[src/rtl/fc_pkg.sv]
// Shared FSM encoding and width helper for the fully-connected layer.
// No logic; imported by fc_param_layer and fc_mac_unit.
package fc_pkg;

   typedef enum logic [2:0] {
      ST_IDLE,
      ST_LOAD,
      ST_MAC,
      ST_DRAIN,
      ST_WRITE
   } fc_state_e;

   function automatic int fc_clog2(input int value);
      int w;
      w = 0;
      while ((1 << w) < value) w++;
      return w;
   endfunction

endpackage

[src/rtl/fc_mac_unit.sv]
// Neuron datapath: signed products and Q-aligned bias into a wide accumulator, then rescale, saturate, ReLU.
// Latency: o_result is combinational on the accumulator including the word presented this cycle.
// Backpressure: none; accumulates on every cycle i_acc_en is high.
module fc_mac_unit
   import fc_pkg::*;
#(
   parameter int DATA_W  = 16,
   parameter int FRAC    = 8,
   parameter int ACC_W   = 36,
   parameter int RELU_EN = 1
) (
   input  logic                     clk,
   input  logic                     reset_n,
   input  logic                     i_clr,
   input  logic                     i_acc_en,
   input  logic                     i_is_bias,
   input  logic signed [DATA_W-1:0] i_act,
   input  logic signed [DATA_W-1:0] i_w,
   output logic signed [DATA_W-1:0] o_result
);

   localparam int PW = 2 * DATA_W;
   localparam logic signed [ACC_W-1:0] SAT_MAX = {{(ACC_W-DATA_W+1){1'b0}}, {(DATA_W-1){1'b1}}};
   localparam logic signed [ACC_W-1:0] SAT_MIN = {{(ACC_W-DATA_W+1){1'b1}}, {(DATA_W-1){1'b0}}};

   logic signed [PW-1:0]     w_prod;
   logic signed [ACC_W-1:0]  r_acc;
   logic signed [ACC_W-1:0]  w_term;
   logic signed [ACC_W-1:0]  w_acc_next;
   logic signed [ACC_W-1:0]  w_scaled;
   logic signed [DATA_W-1:0] w_sat;

   always_comb begin
      w_prod     = PW'(i_act) * PW'(i_w);
      // bias is a plain Q value; shift it up to the product's 2*FRAC scale
      w_term     = i_is_bias ? (ACC_W'(i_w) <<< FRAC) : ACC_W'(w_prod);
      w_acc_next = i_acc_en ? (r_acc + w_term) : r_acc;
      w_scaled   = w_acc_next >>> FRAC;
      w_sat      = w_scaled[DATA_W-1:0];
      if (w_scaled > SAT_MAX) begin
         w_sat = SAT_MAX[DATA_W-1:0];
      end else if (w_scaled < SAT_MIN) begin
         w_sat = SAT_MIN[DATA_W-1:0];
      end
      o_result = ((RELU_EN != 0) && w_sat[DATA_W-1]) ? '0 : w_sat;
   end

   always_ff @(posedge clk or negedge reset_n) begin
      if (!reset_n) begin
         r_acc <= '0;
      end else if (i_clr) begin
         r_acc <= '0;
      end else begin
         r_acc <= w_acc_next;
      end
   end

endmodule

[src/rtl/fc_param_layer.sv]
// Fully-connected layer: buffers N_IN activations, then one pass over weight memory per output neuron.
// Latency: N_IN accept cycles, then N_IN+3 cycles per neuron (MAC, DRAIN, WRITE).
// Backpressure: in_ready only in LOAD; results are single-cycle we strobes with no output backpressure.
module fc_param_layer
   import fc_pkg::*;
#(
   parameter int DATA_W  = 16,
   parameter int FRAC    = 8,
   parameter int N_IN    = 14,
   parameter int N_OUT   = 10,
   parameter int ACC_W   = 2 * DATA_W + fc_clog2(N_IN + 1),
   parameter int RELU_EN = 1,
   parameter int WADDR_W = 16
) (
   input  logic                     clk,
   input  logic                     reset_n,
   input  logic                     enable,
   input  logic                     in_valid,
   output logic                     in_ready,
   input  logic signed [DATA_W-1:0] input_value,
   output logic [WADDR_W-1:0]       w_addr,
   input  logic signed [DATA_W-1:0] w_data,
   output logic                     we,
   output logic signed [DATA_W-1:0] out,
   output logic [15:0]              addr,
   output logic                     com_end,
   output logic                     layer_end
);

   localparam int IW = fc_clog2(N_IN + 1);
   localparam int JW = (N_OUT > 1) ? fc_clog2(N_OUT) : 1;

   fc_state_e                r_state;
   fc_state_e                w_next_state;
   logic [IW-1:0]            r_k;
   logic [IW-1:0]            r_i;
   logic [IW-1:0]            r_rd_idx;
   logic [IW-1:0]            w_buf_idx;
   logic [JW-1:0]            r_j;
   logic [WADDR_W-1:0]       r_base;
   logic                     r_rd_vld;
   logic signed [DATA_W-1:0] r_out;
   logic signed [DATA_W-1:0] w_result;
   logic signed [DATA_W-1:0] r_buf [N_IN];
   logic                     w_accept;
   logic                     w_last_in;
   logic                     w_last_j;
   logic                     w_mac_entry;
   logic                     w_is_bias;

   assign w_accept    = (r_state == ST_LOAD) && in_valid;
   assign w_last_in   = w_accept && (r_k == IW'(N_IN - 1));
   assign w_last_j    = (r_j == JW'(N_OUT - 1));
   assign w_mac_entry = (w_next_state == ST_MAC) && (r_state != ST_MAC);
   // weight memory answers one cycle late, so the returned word is tagged with last cycle's index
   assign w_is_bias   = (r_rd_idx == IW'(N_IN));
   assign w_buf_idx   = w_is_bias ? '0 : r_rd_idx;
   assign out         = r_out;

   always_comb begin
      w_next_state = r_state;
      in_ready     = 1'b0;
      we           = 1'b0;
      com_end      = 1'b0;
      layer_end    = 1'b0;
      w_addr       = '0;
      addr         = '0;
      case (r_state)
         ST_IDLE: begin
            if (enable) w_next_state = ST_LOAD;
         end
         ST_LOAD: begin
            in_ready = 1'b1;
            if (w_last_in) w_next_state = ST_MAC;
         end
         ST_MAC: begin
            w_addr = r_base + WADDR_W'(r_i);
            if (r_i == IW'(N_IN)) w_next_state = ST_DRAIN;
         end
         ST_DRAIN: begin
            w_next_state = ST_WRITE;
         end
         ST_WRITE: begin
            we      = 1'b1;
            com_end = 1'b1;
            addr    = 16'(r_j);
            if (w_last_j) begin
               layer_end    = 1'b1;
               w_next_state = ST_IDLE;
            end else begin
               w_next_state = ST_MAC;
            end
         end
         default: w_next_state = ST_IDLE;
      endcase
   end

   always_ff @(posedge clk or negedge reset_n) begin
      if (!reset_n) begin
         r_state  <= ST_IDLE;
         r_k      <= '0;
         r_i      <= '0;
         r_j      <= '0;
         r_base   <= '0;
         r_rd_vld <= 1'b0;
         r_rd_idx <= '0;
         r_out    <= '0;
      end else begin
         r_state  <= w_next_state;
         r_rd_vld <= (r_state == ST_MAC);
         r_rd_idx <= r_i;
         if ((r_state == ST_IDLE) && enable) begin
            r_k    <= '0;
            r_j    <= '0;
            r_base <= '0;
         end
         if (w_accept) r_k <= r_k + 1'b1;
         if (w_mac_entry) begin
            r_i <= '0;
         end else if ((r_state == ST_MAC) && (r_i != IW'(N_IN))) begin
            r_i <= r_i + 1'b1;
         end
         if (r_state == ST_DRAIN) r_out <= w_result;
         if ((r_state == ST_WRITE) && !w_last_j) begin
            r_j    <= r_j + 1'b1;
            r_base <= r_base + WADDR_W'(N_IN + 1);
         end
      end
   end

   always_ff @(posedge clk) begin
      if (w_accept) r_buf[r_k] <= input_value;
   end

   fc_mac_unit #(
      .DATA_W  (DATA_W),
      .FRAC    (FRAC),
      .ACC_W   (ACC_W),
      .RELU_EN (RELU_EN)
   ) u_mac (
      .clk       (clk),
      .reset_n   (reset_n),
      .i_clr     (w_mac_entry),
      .i_acc_en  (r_rd_vld),
      .i_is_bias (w_is_bias),
      .i_act     (r_buf[w_buf_idx]),
      .i_w       (w_data),
      .o_result  (w_result)
   );

endmodule
[config.mk]
export PLATFORM = sky130hd
export DESIGN_NAME = fc_param_layer
export DESIGN_NICKNAME = d
export VERILOG_FILES = /design/src/rtl/fc_pkg.sv /design/src/rtl/fc_mac_unit.sv /design/src/rtl/fc_param_layer.sv
export SDC_FILE = /design/constraint.sdc
export NUM_CORES = 1
export LEC_CHECK = 0
export BUFFER_PORTS_ARGS = -buffer_cell sky130_fd_sc_hd__clkbuf_2
export CAP_MARGIN = 10
export CORE_ASPECT_RATIO = 0.6
export CORE_MARGIN = 1
export CORE_UTILIZATION = 28
export DETAILED_ROUTE_END_ITERATION = 10
export GPL_ROUTABILITY_DRIVEN = 0
export GPL_TIMING_DRIVEN = 0
export PLACE_DENSITY = 0.41
export SYNTH_ARGS = -nofsm -noshare
export SYNTH_HDL_FRONTEND = slang
export SYNTH_HIERARCHICAL = 1
export SYNTH_SLANG_ARGS = --single-unit
[constraint.sdc]
create_clock -name clk -period 19.1 [get_ports clk]
set_input_delay 0.955 -clock clk [delete_from_list [all_inputs] [get_ports clk]]
set_output_delay 0.955 -clock clk [all_outputs]
set_load 0.02 [all_outputs]
==> flow_summary_export.csv, run 1 <==
group,metric,value,unit
drt,first_pass_iters,6,
drt,routedWlPerCell,21.17,microns
timing,hold_violations,0,
global_route,track_usage,17.92,%
timing,fmax,0.07354,GHz
critical_path,critPathMaxFanout,10,
critical_path,crit_type,"flop to flop",
global_route,grt_pass1_wl,126600,microns
synth,yosysWarnings,6,
critical_path,arrival,14.05,ns
drt,vias,19026,
drt,drc,0,
timing,slew_viol_final,0,
drt,top_layer_used,"met4",
drt,via_per_inst,4.861,
drt,wirelength,82880,microns
timing,post-route-period-util,71.20,%
synth,ys_seq_area_share,34.31,%
floorplan,start_util,28.32,%
clock_tree,clk_pin_slew_worst_paths,0.06,ns
timing,slew_headroom,12.01,%
status,status,"finished clean",
floorplan,die_h,238.1,microns
critical_path,cp_common_cell,"fa_1",
placed_design,dp.cells,3848,
placed_design,hpwl,65370,microns
layout,fin_nets,3086,
drt,drt_iter0_markers,1426,
job,cap_violations,0,
synth,synth_area,26020,sq um
timing,rsz0062_at_grt,"false",
clock_tree,postCtsHoldBufs,0,
clock_tree,cts_sinks,312,
layout,fin_util,31.74,%
floorplan,core_area,91890,sq um
critical_path,cp-start-kind,"flop",
synth,synth_edf_count,224,
critical_path,required,19.55,ns
synth,synth_seq_cells,312,
timing,final.hold.worst_slack,0.3722,ns
global_route,overflow,0,
layout,final_cells,3914,
placed_design,port_buffers,72,
timing,max_slew.worst_pin.slew,1.315,ns
global_route,antenna_found_initial,5,
synth,synth_area_per_cell,10.29,sq um
synth,yosysTopAreaCell,"edfxtp_1",
drt,wl_met2,31490,microns
drt,drtAntennaViolNets,0,
clock_tree,htreeDepth,2,
synth,synthCells,2528,
layout,area_growth,12.08,%
critical_path,cp_slowest_cell,"a2bb2oi_1",
drt,m1WireLength,44790,microns
floorplan,ioPinCount,88,
clock_tree,cts_setup_buffers,0,
synth,netlist_top_cells_area,"edfxtp_1, fa_1, dfrtp_1",
timing,fin_tns_setup,0,ns
clock_tree,cts_buffer_depth,3,
global_route,grt_max_degree,60,
timing,finalSetupViolations,0,
layout,drive_gt1_share,7.758,%
clock_tree,cts_resized,0,
drt,dr_wl_met3,5791,microns
critical_path,max_stage_delay,0.92,ns
clock_tree,cts-buffers-inserted,35,
global_route,grt_pass1_vias,19565,
clock_tree,worstSkewPairLatency,0.57,ns
synth,synthArstFlopShare,28.21,%
floorplan,die_w,395.6,microns
clock_tree,root_buffer,"clkbuf_16",
clock_tree,cts_tree,"done",
critical_path,end_kind,"flop",
timing,clock_skew,0.02411,ns
timing,min_period,13.60,ns
synth,synthFlopType,"edfxtp_1",
floorplan,num_rows,86,
floorplan,fp.dieArea,94190,sq um
synth,netlist-cell-type-count,89,
synth,synth_top_area_share,25.85,%
worst_hold_path,min-delay-path-class,"input pin to asynchronous set/reset pin",
==> critical path: cells and delay by family (launching register included) <==
family | cells | cell delay, ns
flops | 1 | 0.40
buf+inv | 8 | 2.54
fa+ha+maj | 8 | 4.04
simple gates | 7 | 1.06
mux | 1 | 0.19
xor+xnor | 2 | 0.64
compound gates | 15 | 4.57
==> registers in the layout, summed over array words and instances (netlist names) <==
| name | cells |
|---|---|
| r_k | 4 |
| r_state | 3 |
| u_mac/r_acc | 36 |
| out | 16 |
| r_buf | 224 |
| r_i | 4 |
| r_rd_idx | 4 |
| r_base | 16 |
| r_rd_vld | 1 |
| r_j | 4 |
==> worst paths after layout <==
| kind | start | to | slack, ns | cells after the start |
|---|---|---|---|---|
| hold reg to reg | out[2]$_DFFE_PN0N_ | out[2]$_DFFE_PN0N_ | 0.48 | 2 |
| hold / removal | reset_n | out[6]$_DFFE_PN0N_ | 0.37 | 1 |
| min in group clk | out[2]$_DFFE_PN0N_ | out[2]$_DFFE_PN0N_ | 0.48 | 2 |
| max in group asynchronous | reset_n | u_mac/r_acc[3]$_DFFE_PN0P_ | 18.03 | 2 |
| setup reg to reg | r_rd_idx[3]$_DFF_PN0_ | out[11]$_DFFE_PN0N_ | 5.50 | 41 |
| setup / recovery | r_rd_idx[3]$_DFF_PN0_ | out[11]$_DFFE_PN0N_ | 5.50 | 41 |
==> cell usage after synthesis (all sizes together) (13+ instances only) <==
library cell,n
o21ai,94
nand2,278
a21oi,112
mux2i,89
a2bb2oi,16
a32o,16
a221o,17
nand2b,33
o21bai,26
nor3,17
xor2,21
dfrtp,88
o21a,13
fa,264
and3,15
a21o,16
buf,46
clkbuf,83
inv,350
a211oi,19
o211ai,13
nor2,95
a31oi,27
xnor2,39
nor2b,36
o221ai,17
o31ai,14
nand3,63
and2,145
edfxtp,224
ha,130
==> final cells by class <==
type,instances,area (sq um)
Inverter,352,1321
Tap cell,1232,1541
Buffer,129,600.6
Clock buffer,42,922.1
Fill cell,9493,62730
Sequential cell,312,8929
Timing Repair Buffer,80,466.7
Multi-Input combinational cell,1746,15210
Antenna cell,1,2.502
Clock inverter,20,168.9
==> metrics by stage <==
stage,worst slack (ns),area [sq um]
after floorplan,8.912,26060
after global placement,5.563,27960
after detailed placement,5.596,28030
after CTS,5.504,29120
after global routing,4.456,29160
final,5.501,29160
==> routing by layer <==
metal | global-route usage, % | vias to the layer above
met1 | 29.54 | 9602
met2 | 23.47 | 571
met4 | 2.773 | 0
met5 | 0 | -
met3 | 3.708 | 58
li1 | - | 8795
==> placed cells by master, fill, tap and decap left out, types with 14 or more instances in the layout <==
master	instances
a211oi_1	17
a21o_1	16
a21oi_1	100
a221o_1	17
a2bb2oi_1	16
a31oi_1	25
a32o_1	16
and2_1	144
and3_1	15
buf_2	20
buf_4	21
clkbuf_1	88
clkbuf_16	35
clkbuf_2	71
dfrtp_1	88
edfxtp_1	224
fa_1	264
ha_1	130
inv_1	350
mux2i_1	89
nand2_1	278
nand2b_1	33
nand3_1	62
nor2_1	94
nor2b_1	36
nor3_1	17
o21ai_0	88
o21bai_1	24
o221ai_1	17
o31ai_1	14
xnor2_1	39
xor2_1	21
==> cell families after synthesis <==
logic type	synth area share (%)
muxes	3.467
xor gates and xnor gates	2.020
AOI/OAI and AO/OA	11.86
buffers and inverters	7.386
adders and majority gates	26.56
other	0.02886
and+or+nand+nor	14.36
DFF	34.31
Power of run 1 is not shown: default switching activity piles up to over one toggle a cycle in this logic, so the estimate is an artifact.
==> inputs of run 2 (changes only) <==
--- a/config.mk
+++ b/config.mk
@@ -13,7 +13,7 @@
 export DETAILED_ROUTE_END_ITERATION = 10
 export GPL_ROUTABILITY_DRIVEN = 0
 export GPL_TIMING_DRIVEN = 0
-export PLACE_DENSITY = 0.41
+export PLACE_DENSITY = 0.43
 export SYNTH_ARGS = -nofsm -noshare
 export SYNTH_HDL_FRONTEND = slang
 export SYNTH_HIERARCHICAL = 1
==> constraint.sdc (replaced) <==
create_clock -name clk -period 11.6 [get_ports clk]
set_input_delay 0.58 -clock clk [delete_from_list [all_inputs] [get_ports clk]]
set_output_delay 0.58 -clock clk [all_outputs]
set_load 0.02 [all_outputs]
==> run 2 against run 1 <==
Effect of this change: the flow now finishes with violations (design-rule violations); die area unchanged; fmax is 22% higher; final cell count increased by 0.54%; register-to-register slack got worse by 5.1 ns; wire length shrank 0.83%; non-clock buffer count increased by 21; worst setup slack got worse by 5.1 ns; first-iteration DRC count up 5.4%.
==> flow_summary_export.csv, run 2 (same netlist as run 1, synthesis figures left out) <==
group,metric,value,unit
status,status,"finished, violations left",
status,violations,"design-rule violations",
clock_tree,cts_tree,"done",
floorplan,num_rows,86,
timing,min_period,11.17,ns
layout,largest_reg_flops,224,
global_route,grt_pass1_wl,125800,microns
critical_path,critPathMaxFanout,10,
layout,final_common_cell,"inv_1",
floorplan,ioPinCount,88,
critical_path,required,12.05,ns
global_route,antenna_found_initial,3,
timing,max_slew.worst_pin.slew,1.218,ns
clock_tree,htreeDepth,2,
critical_path,cp-endpoint,"out[8]$_DFFE_PN0N_",
critical_path,crit_type,"flop to flop",
placed_design,dp.cells,3848,
clock_tree,cts_buffer_depth,3,
layout,fin_nets,3106,
drt,wirelength,82190,microns
timing,slew_viol_final,0,
floorplan,die_h,238.1,microns
worst_hold_path,min-delay-path-class,"input pin to asynchronous set/reset pin",
drt,drtAntennaViolNets,0,
layout,final_cells,3935,
timing,fmax,0.08953,GHz
clock_tree,clk_pin_slew_worst_paths,0.06,ns
placed_design,port_buffers,72,
clock_tree,worstSkewPairLatency,0.56,ns
critical_path,rr_startpoint,"r_rd_idx[1]$_DFF_PN0_",
timing,finalWorstSetupSlack,0.4302,ns
floorplan,die_w,395.6,microns
drt,first_pass_iters,8,
drt,vias,19260,
clock_tree,cts-buffers-inserted,34,
critical_path,r2r_end,"out[8]$_DFFE_PN0N_",
timing,clock_skew,0.01753,ns
layout,top_register,"r_buf",
drt,drc,2,
placed_design,hpwl,64210,microns
timing,slew_headroom,18.77,%
critical_path,end_kind,"flop",
critical_path,cp_common_cell,"fa_1",
critical_path,max_stage_delay,0.55,ns
critical_path,startpoint,"r_rd_idx[1]$_DFF_PN0_",
layout,mostFrequentLayoutCells,"inv_1, nand2_1, fa_1",
floorplan,fp.dieArea,94190,sq um
layout,area_growth,15.64,%
global_route,grt_pass1_vias,19629,
layout,top_regs,"r_buf x224, u_mac/r_acc x36",
floorplan,core_area,91890,sq um
job,cap_violations,0,
critical_path,reg2reg_depth,40,
clock_tree,cts_sinks,312,
timing,post-route-period-util,96.29,%
drt,routedWlPerCell,20.89,microns
floorplan,start_util,28.32,%
global_route,overflow,0,
critical_path,rrSetupSlack,0.43,ns
critical_path,cp_slowest_cell,"or4_4",
placed_design,pre_cts_ws,-1.760,ns
drt,via_per_inst,4.895,
critical_path,cp-start-kind,"flop",
timing,hold_violations,0,
critical_path,arrival,11.62,ns
timing,finalSetupViolations,0,
global_route,track_usage,17.67,%
global_route,grt_max_degree,53,
layout,drive_gt1_share,12.33,%
clock_tree,root_buffer,"clkbuf_16",
drt,drt_iter0_markers,1503,
[run 2: worst min path at each step]
stage                     endpoint  slack, ns                from  depth (start not counted)
2_1_floorplan   out[0]$_DFFE_PN0N_       0.28             reset_n                          0
3_3_place_gp    out[9]$_DFFE_PN0N_       0.46  out[9]$_DFFE_PN0N_                          2
3_5_place_dp    out[6]$_DFFE_PN0N_       0.46  out[6]$_DFFE_PN0N_                          2
4_1_cts        out[10]$_DFFE_PN0N_       0.03             reset_n                          1
5_1_grt        out[10]$_DFFE_PN0N_       0.05             reset_n                          1
6_report       out[10]$_DFFE_PN0N_       0.03             reset_n                          1
[run 2: per-stage QoR]
step / cell area (sq um) / hold WS, ns / utilization, % / setup TNS, ns
CTS: 29590 / 0.02579 / 32.20 / 0
detailed placement: 28030 / 0.4631 / 30.50 / -30.16
global route: 30080 / 0.04848 / 32.74 / -0.1949
floorplan: 26060 / 0.2844 / - / 0
finish: 30090 / 0.02967 / 32.74 / 0
global placement: 27960 / 0.4648 / 30.43 / -28.20
[run 2: repair_timing]
action / 4_1_cts / 5_1_grt
buffers inserted: 7 / 20
setup endpoints to repair: 26 / 16
hold buffers: 0 / 0
pin swaps: 7 / 11
resized for setup: 112 / 127
endpoints found under the hold margin: 0 / 0
[run 2: layer usage]
layer | vias to the layer above | track usage (%) | share of wire, %
met5 | - | 0 | 0.016
met4 | 2 | 2.902 | 1.4
met3 | 69 | 3.244 | 6.9
met2 | 626 | 23.13 | 37
met1 | 9722 | 29.35 | 54
li1 | 8841 | - | -
[run 2: critical path, delay by kind of cell, from the launching register on]
family,cells,cell delay [ns]
adders and majority gates,8,3.62
and+or+nand+nor,6,1.54
DFF,1,0.34
AOI/OAI and AO/OA,14,3.79
buffers and inverters,10,1.48
xor gates and xnor gates,1,0.14
muxes,1,0.13
[run 2: layout make-up]
| type | instances | area (sq um) |
|---|---|---|
| Inverter | 352 | 1325 |
| Antenna cell | 2 | 5.005 |
| Clock buffer | 42 | 890.9 |
| Multi-Input combinational cell | 1746 | 15780 |
| Timing Repair Buffer | 104 | 643.1 |
| Tap cell | 1232 | 1541 |
| Sequential cell | 312 | 8930 |
| Buffer | 126 | 810.8 |
| Clock inverter | 19 | 163.9 |
| Fill cell | 9402 | 61800 |
Power of run 2 is left out for the same reason.
